--- src/rtl/dat_sched_pkg.sv ---
// Shared types and defaults for the SD DAT transfer scheduler.
package dat_sched_pkg;

  localparam int BLK_W_DEF     = 4;
  localparam int TMO_W_DEF     = 16;
  localparam int MAX_RETRY_DEF = 2;

  localparam logic REQ0 = 1'b0;
  localparam logic REQ1 = 1'b1;

  typedef enum logic [2:0] {
    S_IDLE  = 3'd0,
    S_ISSUE = 3'd1,
    S_BUSY  = 3'd2,
    S_ACK   = 3'd3,
    S_ABORT = 3'd4,
    S_DRAIN = 3'd5
  } state_e;

  // On a tie the requester that did not win last time gets the grant.
  function automatic logic [1:0] rr_pick(input logic [1:0] req, input logic last_grant);
    logic [1:0] pick;
    case (req)
      2'b01:   pick = 2'b01;
      2'b10:   pick = 2'b10;
      2'b11:   pick = (last_grant == REQ1) ? 2'b01 : 2'b10;
      default: pick = 2'b00;
    endcase
    return pick;
  endfunction

endpackage

--- src/rtl/dat_sched_rr_arb.sv ---
// Two-way round-robin picker; last_grant resets to requester 1 so requester 0 wins the first tie.
module dat_sched_rr_arb
  import dat_sched_pkg::*;
(
  input  logic       sd_clock,
  input  logic       reset_n,
  input  logic [1:0] req,
  input  logic       enable,
  output logic [1:0] grant
);

  logic       last_grant_r;
  logic [1:0] pick_s;

  // One-hot grant, only offered while the scheduler can accept a descriptor.
  always_comb begin
    pick_s = rr_pick(req, last_grant_r);
    if (enable) begin
      grant = pick_s;
    end else begin
      grant = 2'b00;
    end
  end

  // Remember the winner of each accepted grant.
  always_ff @(posedge sd_clock or negedge reset_n) begin
    if (!reset_n) begin
      last_grant_r <= REQ1;
    end else if (grant != 2'b00) begin
      last_grant_r <= grant[1];
    end else begin
      last_grant_r <= last_grant_r;
    end
  end

endmodule

--- src/rtl/dat_xfer_scheduler.sv ---
// Round-robin DAT transfer scheduler: latches a descriptor, strobes the DAT PHY, closes ack/abort.
// Optional timeout retry is compiled in with `define DAT_SCHED_RETRY_EN.
module dat_xfer_scheduler
  import dat_sched_pkg::*;
#(
  parameter int BLK_W     = BLK_W_DEF,
  parameter int TMO_W     = TMO_W_DEF,
  parameter int MAX_RETRY = MAX_RETRY_DEF
) (
  input  logic               sd_clock,
  input  logic               reset_n,
  input  logic [1:0]         req_valid,
  input  logic [1:0]         req_write,
  input  logic [1:0]         req_multiple,
  input  logic [2*BLK_W-1:0] req_blocks,
  output logic [1:0]         req_grant,
  output logic [1:0]         req_done,
  output logic [1:0]         req_error,
  output logic               busy,
  input  logic [TMO_W-1:0]   timeout_value,
  input  logic               phy_serial_ready,
  input  logic               phy_complete,
  input  logic               phy_ack_out,
  input  logic               phy_timeout,
  output logic               phy_strobe,
  output logic               phy_write_read,
  output logic               phy_multiple,
  output logic [BLK_W-1:0]   phy_blocks,
  output logic [TMO_W-1:0]   phy_timeout_reg,
  output logic               phy_ack,
  output logic               phy_idle
);

  state_e     state_r;
  logic [1:0] granted_r;
  logic [1:0] grant_s;
  logic       arb_en_s;

`ifdef DAT_SCHED_RETRY_EN
  localparam int RETRY_W = $clog2(MAX_RETRY + 2);
  localparam logic [RETRY_W-1:0] RETRY_LIMIT = RETRY_W'(MAX_RETRY);
  logic [RETRY_W-1:0] retry_cnt_r;
`endif

  assign arb_en_s = (state_r == S_IDLE) && phy_serial_ready;

  dat_sched_rr_arb u_arb (
    .sd_clock (sd_clock),
    .reset_n  (reset_n),
    .req      (req_valid),
    .enable   (arb_en_s),
    .grant    (grant_s)
  );

  // Transfer FSM with registered handshake pulses and descriptor capture.
  always_ff @(posedge sd_clock or negedge reset_n) begin
    if (!reset_n) begin
      state_r         <= S_IDLE;
      granted_r       <= 2'b00;
      req_grant       <= 2'b00;
      req_done        <= 2'b00;
      req_error       <= 2'b00;
      busy            <= 1'b0;
      phy_strobe      <= 1'b0;
      phy_write_read  <= 1'b0;
      phy_multiple    <= 1'b0;
      phy_blocks      <= '0;
      phy_timeout_reg <= '0;
      phy_ack         <= 1'b0;
      phy_idle        <= 1'b0;
`ifdef DAT_SCHED_RETRY_EN
      retry_cnt_r     <= '0;
`endif
    end else begin
      req_grant  <= 2'b00;
      req_done   <= 2'b00;
      req_error  <= 2'b00;
      phy_strobe <= 1'b0;
      phy_idle   <= 1'b0;
      case (state_r)
        S_IDLE: begin
          if (grant_s != 2'b00) begin
            state_r         <= S_ISSUE;
            busy            <= 1'b1;
            req_grant       <= grant_s;
            granted_r       <= grant_s;
            phy_timeout_reg <= timeout_value;
`ifdef DAT_SCHED_RETRY_EN
            retry_cnt_r     <= '0;
`endif
            if (grant_s[1]) begin
              phy_write_read <= req_write[1];
              phy_multiple   <= req_multiple[1];
              phy_blocks     <= req_blocks[2*BLK_W-1:BLK_W];
            end else begin
              phy_write_read <= req_write[0];
              phy_multiple   <= req_multiple[0];
              phy_blocks     <= req_blocks[BLK_W-1:0];
            end
          end
        end
        S_ISSUE: begin
          phy_strobe <= 1'b1;
          state_r    <= S_BUSY;
        end
        S_BUSY: begin
          // Completion takes precedence over a coincident timeout.
          if (phy_complete) begin
            phy_ack <= 1'b1;
            state_r <= S_ACK;
          end else if (phy_timeout) begin
            phy_idle <= 1'b1;
            state_r  <= S_ABORT;
          end
        end
        S_ACK: begin
          if (phy_ack_out) begin
            phy_ack  <= 1'b0;
            req_done <= granted_r;
            busy     <= 1'b0;
            state_r  <= S_IDLE;
          end
        end
        S_ABORT: begin
          state_r <= S_DRAIN;
        end
        S_DRAIN: begin
          if (phy_serial_ready) begin
`ifdef DAT_SCHED_RETRY_EN
            if (retry_cnt_r < RETRY_LIMIT) begin
              retry_cnt_r <= retry_cnt_r + RETRY_W'(1);
              state_r     <= S_ISSUE;
            end else begin
              req_error <= granted_r;
              busy      <= 1'b0;
              state_r   <= S_IDLE;
            end
`else
            req_error <= granted_r;
            busy      <= 1'b0;
            state_r   <= S_IDLE;
`endif
          end
        end
        default: begin
          state_r <= S_IDLE;
          busy    <= 1'b0;
          phy_ack <= 1'b0;
        end
      endcase
    end
  end

endmodule

--- config.mk ---
export PLATFORM = sky130hd
export DESIGN_NAME = dat_xfer_scheduler
export DESIGN_NICKNAME = d
export VERILOG_FILES = /design/src/rtl/dat_sched_pkg.sv /design/src/rtl/dat_sched_rr_arb.sv /design/src/rtl/dat_xfer_scheduler.sv
export SDC_FILE = /design/constraint.sdc
export NUM_CORES = 1
export LEC_CHECK = 0
export BUFFER_PORTS_ARGS = -buffer_cell sky130_fd_sc_hd__buf_4
export CAP_MARGIN = 20
export CORE_MARGIN = 2
export CORE_UTILIZATION = 47
export CTS_BUF_LIST = sky130_fd_sc_hd__clkbuf_16
export CTS_CLUSTER_DIAMETER = 50
export DETAILED_ROUTE_END_ITERATION = 10
export PLACE_DENSITY_LB_ADDON = 0.15
export SETUP_SLACK_MARGIN = 0.5
export SLEW_MARGIN = 40
export SYNTH_ARGS = -nofsm -noshare
export SYNTH_HDL_FRONTEND = slang
export SYNTH_SLANG_ARGS = --single-unit
--- constraint.sdc ---
create_clock -name sd_clock -period 2.4 [get_ports sd_clock]
set_input_delay 0.24 -clock sd_clock [delete_from_list [all_inputs] [get_ports sd_clock]]
set_output_delay 0.24 -clock sd_clock [all_outputs]
set_load 0.02 [all_outputs]
==> run_results.csv, run 1 <==
group,metric,value,unit
pwr,combinationalPowerShare,45.3,%
clock_network,cts.sinks,38,
floorplan,coreArea,3310,µm²
detailed_routing,vias,1293,
pwr,p_sw,1.10,mW
worst_hold_path,hp-class,"primary input to flop",
sta,setup_violations,0,
pwr,p_int,2.06,mW
cells_and_area,area_delta_synth_final,47.5,%
cells_and_area,largest_reg_flops,16,
job,drv_cap,0,
clock_network,clockRootBuffer,"clkbuf_16",
cells_and_area,n_antenna_cell,0,
placed_design,placed_area,2150,µm²
sta,finalHoldViolations,0,
global_route,antenna_found_initial,0,
worst_setup_path,cp_data_arrival_time,2.01,ns
synthesis,avgSynthCellArea,13.6,µm²
cells_and_area,fin_nets,235,
worst_setup_path,path_class,"flop to flop",
sta,slew_headroom,67.7,%
cells_and_area,layout_common_cells,"77 x buf_4, 34 x dfrtp_1, 10 x mux2_4",
detailed_routing,wl_per_cell,14.2,µm
sta,rsz0062_at_grt,"false",
worst_setup_path,cp_data_required_time,2.56,ns
global_route,grtUsageTotal,18.7,%
floorplan,pin_count,68,
floorplan,die_y,62.5,µm
sta,skew,0.00364,ns
pwr,p_clk_share,19.2,%
synthesis,yosysWarnings,0,
detailed_routing,post-route-drc-count,0,
synthesis,ys_seq_area_share,59.2,%
outcome,status,"completed",
synthesis,ys_types,35,
sta,drv_slew,0,
global_route,grt_pass1_wl,5.71,mm
floorplan,die_x,62.5,µm
clock_network,cts.path.max_buffers,2,
worst_setup_path,startpoint_type,"flop",
floorplan,dieArea,3910,µm²
placed_design,dp_hpwl,2.42,mm
floorplan,initial_core_util,48.6,%
floorplan,rows,21,
cells_and_area,drive_gt1_share,52.0,%
detailed_routing,via_per_inst,5.26,
placed_design,gp_congestion,0.783,
cells_and_area,fillCellCount,250,
detailed_routing,first_pass_iters,4,
pwr,ir_drop,734,µV
global_route,grt-ovfl-total,0,
sta,clock.fmax,540,MHz
global_route,grt_pass1_vias,1313,
cells_and_area,final_area,2370,µm²
clock_network,clkTransAtPathRegs,0.05,ns
synthesis,ys_seq_elements,38,
placed_design,portBuffers,67,
worst_setup_path,cp-end-kind,"flop",
synthesis,synth_nets,154,
sta,tightest_slew,0.483,ns
sta,period_minus_slack,1.85,ns
synthesis,netlist_area,1610,µm²
detailed_routing,postRouteAntennaNets,0,
sta,period_share,77.2,%
sta,tns,0,ns
clock_network,ctsHtreeMaxLevel,2,
detailed_routing,finalWirelength,3.48,mm
clock_network,cts_buffers,5,
cells_and_area,final_common_cell,"buf_4",
pwr,p_leak,1.15,nW
pwr,cellPowerDensity,1330,nW/µm²
pwr,seqPwrFrac,35.6,%
clock_network,clkLatencyLatePin,0.28,ns
global_route,grt_start_max_net_pins,39,
detailed_routing,drtIter0Drc,78,
worst_setup_path,cp_max_fo,17,
synthesis,synth_cells,118,
pwr,swShare,34.8,%
clock_network,cts_tree,"built",
==> repair_timing <==
item,4_1_cts,5_1_grt
buffers inserted,0,8
gates resized for setup,5,0
setup endpoints to repair,22,15
hold buffers,1,0
endpoints found under the hold margin,37,0
==> layout make-up <==
cell class / count / area [µm²] / area share [%]
flip-flops and latches: 38 / 956 / 40.3
well taps: 46 / 57.6 / 2.42
inverters: 3 / 11.3 / 0.474
clock buffers: 5 / 125 / 5.27
multi-input cells: 72 / 608 / 25.6
repair buffers: 79 / 603 / 25.4
clock inverters: 3 / 12.5 / 0.527
==> layer usage <==
| metal | GRT usage [%] | vias to the layer above | wire (µm) |
|---|---|---|---|
| met1 | 21.0 | 643 | 1470 |
| met5 | 0 | - | 0 |
| met4 | 9.44 | 0 | 59 |
| met2 | 31.9 | 46 | 1710 |
| li1 | - | 599 | - |
| met3 | 6.13 | 5 | 242 |
==> final timing paths <==
path,start,to,slack (ns),cells past startpoint
max,state_r[1]$_DFFE_PN0P_,phy_timeout_reg[1]$_DFFE_PN0P_,0.55,4
min,req_valid[0],u_arb.last_grant_r$_DFFE_PN1N_,0.16,2
max reg2reg,state_r[1]$_DFFE_PN0P_,phy_timeout_reg[1]$_DFFE_PN0P_,0.55,4
min reg2reg,phy_timeout_reg[14]$_DFFE_PN0P_,phy_timeout_reg[14]$_DFFE_PN0P_,0.49,1
max in group asynchronous,reset_n,u_arb.last_grant_r$_DFFE_PN1N_,1.59,2
min in group asynchronous,reset_n,phy_timeout_reg[11]$_DFFE_PN0P_,0.47,2
==> through the flow <==
stage / power [mW] / worst slack [ns] / hold WS, ns / util [%] / std cells
finish: 3.16 / 0.547 / 0.160 / 71.7 / 246
detailed placement: 2.47 / 0.386 / 0.231 / 65.1 / 229
global route: 3.34 / 0.497 / 0.172 / 71.7 / 246
floorplan: 1.94 / 0.685 / -0.0556 / - / 118
global placement: 2.42 / 0.439 / 0.223 / 65.1 / 229
CTS: 3.10 / 0.501 / 0.156 / 69.9 / 238
==> synthesized netlist by cell type (all sizes together) <==
master    n  area [µm²]
nand2b    4        25.0
a221oi    1        8.76
o21bai    1        7.51
nor3      3        15.0
and3      2        12.5
nor2      8        37.5
o22ai     1        6.26
dfstp     1        26.3
buf       2        26.3
and4      2        17.5
a21o      1        7.51
or4b      1        13.8
a21oi     4        20.0
o32ai     6        52.6
o211ai    1        7.51
a2bb2oi   6        52.6
a21boi    1        7.51
and2      2        12.5
nor4b     1        15.0
o31ai     1        7.51
a211o     1        8.76
mux2     16         218
dfrtp    37         926
a31oi     2        12.5
o21ai     3        15.0
nor2b     2        12.5
nand3     1        5.00
inv       3        11.3
clkbuf    3        11.3
a21bo     1        10.0
==> logic make-up (layout without fill, tap and decap cells) <==
logic type,after synthesis,after routing,synth area share [%]
flops,38,38,59.2
compound gates,30,30,13.9
simple gates,26,26,10.3
mux,16,16,13.5
buf+inv,8,90,3.03
==> critical path, cell delays in order (launching register included) <==
cell	delay [ns]
dfrtp_2	0.45
or4b_4	0.60
nor2_4	0.13
buf_8	0.19
mux2_2	0.35
==> power by group through the flow <==
stage	clock network, mW	logic (mW)	registers (mW)
after CTS	0.620	1.33	1.15
final	0.606	1.43	1.12
after global routing	0.649	1.53	1.16
after detailed placement	0	1.32	1.15
after floorplan	0	0.583	1.35
after global placement	0	1.29	1.14
Power figures use the tool's default switching activity.
==> run 2, diff against run 1 <==
==> constraint.sdc (replaced) <==
create_clock -name sd_clock -period 1.9 [get_ports sd_clock]
set_input_delay 0.19 -clock sd_clock [delete_from_list [all_inputs] [get_ports sd_clock]]
set_output_delay 0.19 -clock sd_clock [all_outputs]
set_load 0.02 [all_outputs]
==> run_results.csv, run 2 (synthesized netlist as in run 1, its figures left out) <==
group,metric,value,unit
cells_and_area,utilization,75.5,%
floorplan,coreArea,3310,µm²
sta,fin_hold_ws,0.110,ns
placed_design,portBuffers,67,
floorplan,pin_count,68,
floorplan,dieArea,3910,µm²
sta,finalWorstSetupSlack,0.186,ns
detailed_routing,via_per_inst,5.24,
sta,period_minus_slack,1.71,ns
worst_setup_path,reg2reg_depth,4,
global_route,grt_start_max_net_pins,39,
cells_and_area,final_common_cell,"buf_4",
worst_setup_path,cp_data_arrival_time,1.87,ns
detailed_routing,vias,1294,
worst_setup_path,critical_path.slowest_cell,"or4b_4",
outcome,status,"completed",
worst_hold_path,worstHoldStart,"req_valid[0]",
worst_setup_path,startpoint_type,"flop",
floorplan,die_x,62.5,µm
cells_and_area,fin_nets,236,
worst_setup_path,worstReg2RegStart,"state_r[1]$_DFFE_PN0P_",
placed_design,pre_cts_ws,0.149,ns
sta,rsz0062_at_grt,"true",
worst_setup_path,crit_family,"simple AND/OR/NAND/NOR gates",
clock_network,clkTransAtPathRegs,0.05,ns
clock_network,cts.path.max_buffers,2,
cells_and_area,n_antenna_cell,0,
clock_network,cts_tree,"built",
pwr,cellPowerDensity,1710,nW/µm²
pwr,ir_drop,1080,µV
cells_and_area,largest_reg_flops,16,
sta,period_share,90.2,%
worst_hold_path,hold_end,"u_arb.last_grant_r$_DFFE_PN1N_",
worst_setup_path,cp-end-kind,"flop",
clock_network,ctsHtreeMaxLevel,2,
worst_setup_path,path_class,"flop to flop",
global_route,use_met1,26.5,%
sta,clock.fmax,583,MHz
detailed_routing,drtIter0Drc,55,
global_route,grt-busiest-layer,"met2",
cells_and_area,drive_gt1_share,55.2,%
clock_network,cts.sinks,38,
cells_and_area,fillCellCount,241,
global_route,grt-ovfl-total,0,
cells_and_area,area_delta_synth_final,55.3,%
sta,skew,0.00198,ns
sta,tightest_slew,0.632,ns
clock_network,clockRootBuffer,"clkbuf_16",
global_route,grt_pass1_wl,6.57,mm
detailed_routing,wl_per_cell,15.2,µm
global_route,use_met2,36.6,%
sta,finalHoldViolations,0,
pwr,power,4.27,mW
sta,drv_slew,0,
job,drv_cap,0,
global_route,grt_pass1_vias,1374,
cells_and_area,layout_common_cells,"74 x buf_4, 37 x dfrtp_1, 10 x mux2_4",
clock_network,cts_buffers,5,
worst_setup_path,cp_max_fo,11,
detailed_routing,first_pass_iters,4,
worst_setup_path,crit_buf_inv,1,
worst_hold_path,hp-class,"primary input to flop",
floorplan,die_y,62.5,µm
worst_setup_path,crit_chain,"or4b_4 > nor2_4 > buf_12 > mux2_1",
detailed_routing,post-route-drc-count,0,
worst_setup_path,cp_data_required_time,2.05,ns
worst_setup_path,reg2reg_slack,0.19,ns
detailed_routing,postRouteAntennaNets,0,
global_route,antenna_found_initial,0,
worst_setup_path,r2r-end,"phy_timeout_reg[13]$_DFFE_PN0P_",
floorplan,rows,21,
global_route,grt_util_met3,5.05,%
floorplan,initial_core_util,48.6,%
sta,slew_headroom,57.8,%
global_route,grtUsageTotal,21.6,%
detailed_routing,finalWirelength,3.76,mm
sta,setup_violations,0,
sta,tns,0,ns
pwr,p_leak,1.20,nW
worst_hold_path,holdPathStages,2,
clock_network,clkLatencyLatePin,0.27,ns
placed_design,gp_congestion,0.819,
worst_setup_path,max_stage_delay,0.56,ns
placed_design,dp_hpwl,2.48,mm
run 2: cell types whose count changed in the layout (fill, tap and decap cells not counted), moves of 3 or more:
cell       before  now
a2bb2oi_1       6    0
dfrtp_2         3    0
buf_4          77   74
dfrtp_1        34   37
a2bb2oi_2       0    6
run 2: where the power goes:
part / internal [mW] / switching (mW) / leakage (nW) / total, mW
sequential: 1.17 / 0.209 / 0.455 / 1.38
clock: 0.608 / 0.285 / 0.0864 / 0.893
combinational: 1.04 / 0.962 / 0.656 / 2.00
total: 2.82 / 1.46 / 1.20 / 4.27
run 2: final cells by class:
class,instances,area (µm²),area share (%)
Inverter,3,11.3,0.451
Clock inverter,3,37.5,1.50
Multi-Input combinational cell,72,667,26.7
Sequential cell,38,952,38.1
Timing Repair Buffer,80,648,25.9
Tap cell,46,57.6,2.30
Clock buffer,5,125,5.01
run 2: worst max-delay path by stage:
stage                           start                               to  slack, ns  cells past startpoint
6_report       state_r[1]$_DFFE_PN0P_  phy_timeout_reg[13]$_DFFE_PN0P_       0.19                      4
5_1_grt        state_r[1]$_DFFE_PN0P_  phy_timeout_reg[14]$_DFFE_PN0P_       0.15                      4
4_1_cts        state_r[1]$_DFFE_PN0P_  phy_timeout_reg[13]$_DFFE_PN0P_       0.15                      4
3_5_place_dp   state_r[1]$_DFFE_PN0P_  phy_timeout_reg[13]$_DFFE_PN0P_       0.15                      4
3_3_place_gp   state_r[1]$_DFFE_PN0P_   phy_timeout_reg[1]$_DFFE_PN0P_       0.20                      4
2_1_floorplan  state_r[1]$_DFFE_PN0P_  phy_timeout_reg[10]$_DFFE_PN0P_       0.21                      4
run 2: repair_timing:
item,CTS,global route
pin swaps,0,1
hold endpoints to repair,37,0
gates cloned,1,0
resized for setup,9,8
buffers inserted,2,4
setup endpoints to repair,23,27
hold buffers,1,0
run 2: layer usage:
metal,up-vias,share of wire (%)
met1,641,41
met5,-,0
li1,603,-
met2,45,52
met3,5,6.0
met4,0,1.5
run 2: worst reg2reg max path, delay by kind of cell (launching register included):
family | cells | cell delay (ns)
DFF | 1 | 0.38
muxes | 1 | 0.33
buffers and inverters | 1 | 0.17
and+or+nand+nor | 2 | 0.72
run 2: stage by stage:
step | std cells | cell area (µm²)
2_1_floorplan | 118 | 1610
3_3_place_gp | 231 | 2180
3_5_place_dp | 231 | 2180
4_1_cts | 243 | 2440
5_1_grt | 247 | 2500
6_report | 247 | 2500
==> run 3, diff against run 2 <==
--- a/config.mk
+++ b/config.mk
@@ -12,7 +12,7 @@
 export CTS_BUF_LIST = sky130_fd_sc_hd__clkbuf_16
 export CTS_CLUSTER_DIAMETER = 50
 export DETAILED_ROUTE_END_ITERATION = 10
-export PLACE_DENSITY_LB_ADDON = 0.15
+export PLACE_DENSITY = 0.9
 export SETUP_SLACK_MARGIN = 0.5
 export SLEW_MARGIN = 40
 export SYNTH_ARGS = -nofsm -noshare
==> run_results.csv, run 3 (synthesized netlist as in run 1, its figures left out) <==
group,metric,value,unit
sta,finalHoldViolations,0,
sta,tightest_slew,0.643,ns
floorplan,die_x,62.5,µm
detailed_routing,via_per_inst,5.69,
worst_hold_path,worstHoldStart,"timeout_value[10]",
worst_setup_path,path_class,"flop to flop",
pwr,cellPowerDensity,1820,nW/µm²
worst_setup_path,cp-end-kind,"flop",
global_route,grtUsageTotal,25.5,%
sta,rsz0062_at_grt,"true",
clock_network,cts.sinks,38,
worst_hold_path,hold_end,"phy_timeout_reg[10]$_DFFE_PN0P_",
pwr,ir_drop,1130,µV
cells_and_area,utilization,78.6,%
cells_and_area,n_antenna_cell,0,
floorplan,dieArea,3910,µm²
clock_network,ctsHtreeMaxLevel,2,
floorplan,pin_count,68,
floorplan,rows,21,
cells_and_area,largest_reg_flops,16,
cells_and_area,final_common_cell,"buf_4",
global_route,grt_start_max_net_pins,39,
clock_network,clockRootBuffer,"clkbuf_16",
sta,period_share,92.3,%
global_route,antenna_found_initial,0,
sta,tns,0,ns
detailed_routing,vias,1434,
sta,skew,0.00300,ns
worst_setup_path,startpoint_type,"flop",
floorplan,die_y,62.5,µm
cells_and_area,drive_gt1_share,60.2,%
placed_design,portBuffers,67,
worst_setup_path,reg2reg_slack,0.15,ns
detailed_routing,wl_per_cell,19.6,µm
cells_and_area,final_area,2600,µm²
placed_design,placed_area,2190,µm²
detailed_routing,first_pass_iters,4,
floorplan,coreArea,3310,µm²
worst_setup_path,cp_max_fo,12,
worst_setup_path,r2r-end,"phy_timeout_reg[1]$_DFFE_PN0P_",
clock_network,cts_tree,"built",
worst_setup_path,reg2reg_depth,4,
cells_and_area,area_delta_synth_final,61.7,%
outcome,status,"completed",
sta,drv_slew,0,
worst_hold_path,hp-class,"primary input to flop",
cells_and_area,fillCellCount,189,
worst_setup_path,cp_data_arrival_time,1.92,ns
worst_hold_path,holdPathStages,2,
sta,slew_headroom,57.1,%
worst_setup_path,crit_buf_inv,1,
placed_design,dp_hpwl,2.78,mm
worst_setup_path,crit_chain,"or4b_4 > nor2_4 > buf_12 > mux2_2",
detailed_routing,finalWirelength,4.93,mm
global_route,grt_pass1_wl,7.47,mm
cells_and_area,multiInputGateArea,712,µm²
cells_and_area,fin_nets,241,
detailed_routing,postRouteAntennaNets,0,
worst_setup_path,critical_path.slowest_cell,"or4b_4",
clock_network,clkLatencyLatePin,0.28,ns
clock_network,cts.path.max_buffers,2,
job,drv_cap,0,
worst_setup_path,crit_family,"simple AND/OR/NAND/NOR gates",
worst_setup_path,worstReg2RegStart,"state_r[1]$_DFFE_PN0P_",
pwr,p_leak,1.25,nW
cells_and_area,layout_common_cells,"77 x buf_4, 37 x dfrtp_1, 14 x mux2_4",
worst_setup_path,cp_data_required_time,2.07,ns
sta,period_minus_slack,1.75,ns
cells_and_area,register_area,952,µm²
placed_design,gp_congestion,0.841,
global_route,grt-ovfl-total,0,
sta,setup_violations,0,
global_route,grt_pass1_vias,1456,
detailed_routing,drtIter0Drc,74,
worst_setup_path,max_stage_delay,0.57,ns
detailed_routing,post-route-drc-count,0,
clock_network,cts_buffers,5,
sta,clock.fmax,570,MHz
floorplan,initial_core_util,48.6,%
clock_network,clkTransAtPathRegs,0.06,ns
-- run 3: cell types whose count changed in the layout (fill, tap and decap cells not counted), moves of 2 or more --
| cell | change |
|---|---|
| inv_1 | -2 |
| mux2_1 | -4 |
| buf_6 | +3 |
| mux2_4 | +4 |
| buf_4 | +3 |
-- run 3: power by group --
part           switching, mW  internal (mW)
Sequential             0.245           1.17
Clock                  0.315          0.747
Combinational           1.10           1.16
-- run 3: worst max path at each step --
stage | endpoint | slack, ns | from | cells past startpoint
after floorplan | phy_timeout_reg[10]$_DFFE_PN0P_ | 0.21 | state_r[1]$_DFFE_PN0P_ | 4
after global placement | phy_timeout_reg[13]$_DFFE_PN0P_ | 0.21 | state_r[1]$_DFFE_PN0P_ | 4
after detailed placement | phy_timeout_reg[15]$_DFFE_PN0P_ | 0.15 | state_r[1]$_DFFE_PN0P_ | 4
after CTS | phy_timeout_reg[1]$_DFFE_PN0P_ | 0.16 | state_r[1]$_DFFE_PN0P_ | 4
after global routing | phy_timeout_reg[1]$_DFFE_PN0P_ | 0.11 | state_r[1]$_DFFE_PN0P_ | 4
final | phy_timeout_reg[1]$_DFFE_PN0P_ | 0.15 | state_r[1]$_DFFE_PN0P_ | 4
-- run 3: area by class of cell --
cell class	count	share of cell area (%)
sequential	38	36.6
multi-input combinational	72	27.4
timing repair buffer	85	26.1
clock buffer	5	4.81
clock inverter	3	2.45
tap	46	2.21
inverter	3	0.433
-- run 3: what timing repair did --
item / CTS / global route
gates resized for setup: 12 / 17
setup endpoints to repair: 23 / 28
pin swaps: 0 / 2
buffers inserted: 4 / 7
hold buffers: 1 / 0
cloned: 0 / 0
hold endpoints to repair: 37 / 0
-- run 3: routing by layer --
metal  vias to the layer above  global-route usage, %  wire length (µm)
met5                         -                      0                 0
met4                         0                   13.1               163
met2                        78                   42.7              2500
met1                       722                   29.1              1930
met3                        20                   8.47               337
li1                        614                      -                 -
-- run 3: through the flow --
step	setup slack, ns	power [mW]	hold slack, ns	instances
after floorplan	0.210	2.44	-0.106	118
final	0.146	4.73	0.132	252
after CTS	0.160	4.46	0.103	245
after global routing	0.107	4.93	0.141	252
after detailed placement	0.155	3.19	0.176	232
after global placement	0.209	3.13	0.162	232
